$ cat src/rtl/recip_unit.sv
// Memory-mapped reciprocal engine: reads a 16-bit divisor, writes floor(2^15/d) back, raises Ack.
// Optional build macro RECIP_ROUND_EN selects half-LSB upward rounding instead of truncation.
module recip_unit #(
  parameter int ADDR_W    = 8,
  parameter int OPND_ADDR = 8,
  parameter int RSLT_ADDR = 10
) (
  input  logic              Clk,
  input  logic              Reset,
  input  logic              Start,
  output logic              Ack,
  output logic [ADDR_W-1:0] mem_addr,
  input  logic [7:0]        mem_rd_data,
  output logic              mem_wr_en,
  output logic [7:0]        mem_wr_data
);

  typedef enum logic [2:0] {
    IDLE, ARMED, RD_HI, RD_LO, DIV, WR_HI, WR_LO, DONE
  } state_t;

  localparam logic [ADDR_W-1:0] OPND_HI = ADDR_W'(OPND_ADDR);
  localparam logic [ADDR_W-1:0] OPND_LO = ADDR_W'(OPND_ADDR + 1);
  localparam logic [ADDR_W-1:0] RSLT_HI = ADDR_W'(RSLT_ADDR);
  localparam logic [ADDR_W-1:0] RSLT_LO = ADDR_W'(RSLT_ADDR + 1);

  state_t            state_q;
  logic [15:0]       divisor_q;
  logic [16:0]       quot_q;
  logic [16:0]       rem_q;
  logic [4:0]        count_q;
  logic              ack_q;
  logic              wr_en_q;
  logic [ADDR_W-1:0] addr_q;
  logic [7:0]        wr_data_q;

  logic [16:0] rem_shift;
  logic [16:0] rem_sub;
  logic        q_bit;
  logic [16:0] quot_d;
  logic [16:0] quot_src;
  logic [15:0] result;

  // Dividend is 2^16: only its MSB (consumed on the first DIV cycle) is set.
  always_comb begin
    rem_shift = (rem_q << 1) | 17'(count_q == 5'd0);
    rem_sub   = rem_shift - {1'b0, divisor_q};
    q_bit     = (rem_shift >= {1'b0, divisor_q});
    quot_d    = {quot_q[15:0], q_bit};
    quot_src  = (state_q == DIV) ? quot_d : quot_q;
    if (divisor_q == 16'd0) begin
      result = 16'hFFFF;
    end else begin
`ifdef RECIP_ROUND_EN
      result = 16'((quot_src >> 1) + {16'd0, quot_src[0]});
`else
      result = 16'(quot_src >> 1);
`endif
    end
  end

  always_ff @(posedge Clk) begin
    if (Reset) begin
      state_q   <= IDLE;
      divisor_q <= '0;
      quot_q    <= '0;
      rem_q     <= '0;
      count_q   <= '0;
      ack_q     <= 1'b0;
      wr_en_q   <= 1'b0;
      addr_q    <= '0;
      wr_data_q <= '0;
    end else begin
      case (state_q)
        IDLE: begin
          if (Start) state_q <= ARMED;
        end
        ARMED: begin
          if (!Start) begin
            state_q <= RD_HI;
            addr_q  <= OPND_HI;
          end
        end
        RD_HI: begin
          divisor_q[15:8] <= mem_rd_data;
          addr_q          <= OPND_LO;
          state_q         <= RD_LO;
        end
        RD_LO: begin
          divisor_q[7:0] <= mem_rd_data;
          rem_q          <= '0;
          quot_q         <= '0;
          count_q        <= '0;
          state_q        <= DIV;
        end
        DIV: begin
          rem_q   <= q_bit ? rem_sub : rem_shift;
          quot_q  <= quot_d;
          count_q <= count_q + 5'd1;
          // The last quotient bit is folded into the high result byte on this same edge.
          if (count_q == 5'd16) begin
            state_q   <= WR_HI;
            addr_q    <= RSLT_HI;
            wr_data_q <= result[15:8];
            wr_en_q   <= 1'b1;
          end
        end
        WR_HI: begin
          addr_q    <= RSLT_LO;
          wr_data_q <= result[7:0];
          state_q   <= WR_LO;
        end
        WR_LO: begin
          wr_en_q <= 1'b0;
          ack_q   <= 1'b1;
          state_q <= DONE;
        end
        DONE: begin
          if (Start) begin
            ack_q   <= 1'b0;
            state_q <= ARMED;
          end
        end
        default: state_q <= IDLE;
      endcase
    end
  end

  assign Ack         = ack_q;
  assign mem_addr    = addr_q;
  assign mem_wr_en   = wr_en_q;
  assign mem_wr_data = wr_data_q;

endmodule

$ cat config.mk
export PLATFORM = sky130hd
export DESIGN_NAME = recip_unit
export DESIGN_NICKNAME = d
export VERILOG_FILES = /design/src/rtl/recip_unit.sv
export SDC_FILE = /design/constraint.sdc
export NUM_CORES = 1
export LEC_CHECK = 0
export CAP_MARGIN = 20
export CORE_UTILIZATION = 58
export CTS_BUF_LIST = sky130_fd_sc_hd__clkbuf_4 sky130_fd_sc_hd__clkbuf_8 sky130_fd_sc_hd__clkbuf_16
export CTS_CLUSTER_SIZE = 14
export DETAILED_ROUTE_END_ITERATION = 10
export PLACE_DENSITY_LB_ADDON = 0.08
export SYNTH_ARGS = -nofsm -noshare
export SYNTH_HDL_FRONTEND = slang
export SYNTH_SLANG_ARGS = --single-unit
$ cat constraint.sdc
create_clock -name Clk -period 3.4 [get_ports Clk]
set_clock_uncertainty 0.15 [all_clocks]
set_input_delay 0.34 -clock Clk [delete_from_list [all_inputs] [get_ports Clk]]
set_output_delay 0.34 -clock Clk [all_outputs]
set_load 0.02 [all_outputs]
==> impl_metrics.json, run 1 <==
{
  "max_stage_delay_ns": 0.61,
  "p_comb_frac": 0.175,
  "drt_iter0_markers": 190,
  "worst_pin_slew_ns": 1.05,
  "p_leak_nw": 1.69,
  "wire_per_inst_um": 15.9,
  "critPathMaxFanout": 8,
  "crit_chain": "inv_1, ha_1, or4b_2, ha_1, nand2b_1, a21oi_4, o2111ai_2, a31oi_4, buf_4, nor3_1, o31ai_1",
  "path_common_cell": "ha_1",
  "die_y_um": 85.4,
  "synth-main-ff-cell": "dfxtp_1",
  "critPathKind": "reg2reg",
  "met2_usage": 0.435,
  "grt_use_met1": 0.363,
  "rows": 30,
  "period_needed_ns": 3.11,
  "startpoint_type": "flop",
  "layout_common_cells": "73 x nand2_1, 70 x dfxtp_1, 53 x nor2_1",
  "clock.fmax_mhz": 321,
  "p_seq_frac": 0.430,
  "synth.avg_cell_area_um2": 8.05,
  "async_reset_ff_frac": 0,
  "status": "completed",
  "p_int_mw": 1.42,
  "routed_wl_mm": 9.51,
  "peakVddDrop_v": 0.000375,
  "final_common_cell": "nand2_1",
  "stdcell_area_um2": 4490,
  "swShare": 0.282,
  "rsz0062_at_grt": "false",
  "drc": 0,
  "cts.clk_slew.worst_paths_ns": 0.08,
  "antenna_left": 0,
  "ys_seq_area_frac": 0.347,
  "core_area_um2": 6760,
  "slew_headroom": 0.295,
  "first_pass_iters": 5,
  "grtUsageMet3": 0.0438,
  "synth_cell_types": 70,
  "io_pins": 29,
  "grt_overflow": 0,
  "maxCapViolCount": 0,
  "clock_latency_ns": 0.35,
  "busiest_layer": "met2",
  "total_power_mw": 1.98,
  "htreeDepth": 3,
  "grt_pass1_vias": 3247,
  "setup_viol": 0,
  "grt_pass1_wl_mm": 15.6,
  "cpLargestDelayFamily": "compound AO/OA/AOI/OAI gates",
  "max-clock-path-buffers": 2,
  "place.gp.congestion": 0.906,
  "dieArea_um2": 7290,
  "slowest_stage": "or4b_2",
  "fill_cells": 578,
  "p_clk_frac": 0.395,
  "power_switching_mw": 0.557,
  "layout-drive-gt1-share": 0.0985,
  "place_area_um2": 4250,
  "cp.arrival_ns": 3.23,
  "grt_max_degree": 34,
  "dp_hpwl_mm": 6.83,
  "synth_edf_count": 0,
  "final_util": 0.664,
  "cts_tree": "built",
  "fin_nets": 543,
  "grt_usage": 0.275,
  "syn_area_um2": 4030,
  "synth_cells": 501,
  "diodes": 0,
  "synth_seq_cells": 70,
  "min_path_type": "in2reg",
  "initial_core_util": 0.597,
  "vias": 3559,
  "finalHoldViolations": 0,
  "report.final.slew_viol_count": 0,
  "numClockSinks": 70,
  "worst-path-buf-inv": 2,
  "portBuffers": 23,
  "fin_setup_tns_ns": 0,
  "numCtsBuffers": 9,
  "yosysWarnings": 0,
  "period_share": 0.915,
  "antenna_found_initial": 0,
  "critical_path.endpoint_type": "flop",
  "required_ns": 3.52,
  "clockRootBuffer": "clkbuf_8",
  "die_w_um": 85.4,
  "syn2layout_area_growth_pct": 11.2,
  "power_density_nw_per_um2": 440,
  "avgViaCountPerCell": 5.95
}
-- Yosys cell counts, types with 3 or more instances --
cell type  count  area (µm²)
nand2_1       73         274
dfxtp_1       70        1400
nor2_1        53         199
a21oi_1       52         260
inv_1         26        97.6
ha_1          18         225
o211ai_1      18         135
o21ai_0       17        85.1
clkbuf_1      14        52.6
a22oi_1       12        90.1
a211oi_1      11        82.6
buf_2          9        45.0
xnor2_1        9        78.8
mux2i_1        8        80.1
nand2b_1       8        50.1
nand3_1        8        40.0
buf_4          7        52.6
a41oi_1        5        43.8
and2_1         5        31.3
nor4_1         5        31.3
nor3_1         4        20.0
o21a_1         4        30.0
o21bai_1       4        30.0
a21o_1         3        22.5
a21oi_2        3        26.3
nand4_1        3        18.8
o31ai_1        3        22.5
-- per-layer routing --
metal | wire [µm] | share of wire
met5 | 0 | 0
met4 | 390 | 0.041
met3 | 353 | 0.037
met2 | 4350 | 0.46
met1 | 4420 | 0.46
-- power by group through the flow --
stage | Clock, mW | Combinational, mW | Sequential (mW)
floorplan | 0 | 0.263 | 0.862
global placement | 0 | 0.332 | 0.869
detailed placement | 0 | 0.337 | 0.869
CTS | 0.783 | 0.338 | 0.850
global route | 0.825 | 0.378 | 0.852
finish | 0.780 | 0.345 | 0.850
-- flip-flops by register name (all words and copies together), names as in the netlist --
name and flops:
quot_q 17, divisor_q 16, rem_q 16, mem_wr_data 8, count_q 5, mem_addr 3, state_q 3, Ack 1
mem_wr_en 1
-- timing repair --
action,4_1_cts,5_1_grt
endpoints found under the setup margin,0,4
setup buffers,0,0
resized for setup,0,1
hold buffers,0,0
-- final cells by class --
class / instances / area [µm²] / share of cell area
multi-input combinational: 375 / 2370 / 0.528
sequential: 70 / 1400 / 0.312
timing repair buffer: 31 / 285 / 0.0636
clock buffer: 11 / 151 / 0.0337
tap: 80 / 100 / 0.0223
inverter: 26 / 97.6 / 0.0218
clock inverter: 5 / 81.3 / 0.0181
-- cell families (layout without fill, tap and decap cells) --
group | Yosys count | in the layout | synth area share
buf+inv | 60 | 73 | 0.0716
xor+xnor | 10 | 10 | 0.0217
other cells | 1 | 5 | 0.000930
simple gates | 180 | 180 | 0.213
flops | 70 | 70 | 0.347
mux | 8 | 8 | 0.0199
fa+ha+maj | 19 | 19 | 0.0608
compound gates | 153 | 153 | 0.265
-- through the flow --
stage               setup slack, ns  hold WS (ns)  cells
finish                        0.288         0.220    598
global route                 0.0959         0.233    598
CTS                           0.177         0.212    598
detailed placement            0.193         0.304    582
global placement              0.272         0.284    582
floorplan                     0.580         0.287    505
-- worst paths after layout --
| kind | cells after the start | start | end | slack [ns] |
|---|---|---|---|---|
| hold / removal | 2 | Reset | quot_q[3] | 0.22 |
| setup / recovery | 11 | count_q[0] | rem_q[2] | 0.29 |
| setup reg to reg | 11 | count_q[0] | rem_q[2] | 0.29 |
| hold reg to reg | 2 | mem_addr[3] | mem_addr[3] | 0.32 |
Power figures use the tool's default switching activity.
==> run 2, diff against run 1 <==
--- a/config.mk
+++ b/config.mk
@@ -7,7 +7,6 @@
 export LEC_CHECK = 0
 export CAP_MARGIN = 20
 export CORE_UTILIZATION = 58
-export CTS_BUF_LIST = sky130_fd_sc_hd__clkbuf_4 sky130_fd_sc_hd__clkbuf_8 sky130_fd_sc_hd__clkbuf_16
 export CTS_CLUSTER_SIZE = 14
 export DETAILED_ROUTE_END_ITERATION = 10
 export PLACE_DENSITY_LB_ADDON = 0.08
==> results of run 2 <==
No change in the layout: final DEF, timing and power equal those of run 1.
==> run 3, diff against run 2 <==
--- a/config.mk
+++ b/config.mk
@@ -5,7 +5,7 @@
 export SDC_FILE = /design/constraint.sdc
 export NUM_CORES = 1
 export LEC_CHECK = 0
-export CAP_MARGIN = 20
+export CAP_MARGIN = 5
 export CORE_UTILIZATION = 58
 export CTS_CLUSTER_SIZE = 14
 export DETAILED_ROUTE_END_ITERATION = 10
==> results of run 3 <==
No change in the layout: final DEF, timing and power equal those of run 1.
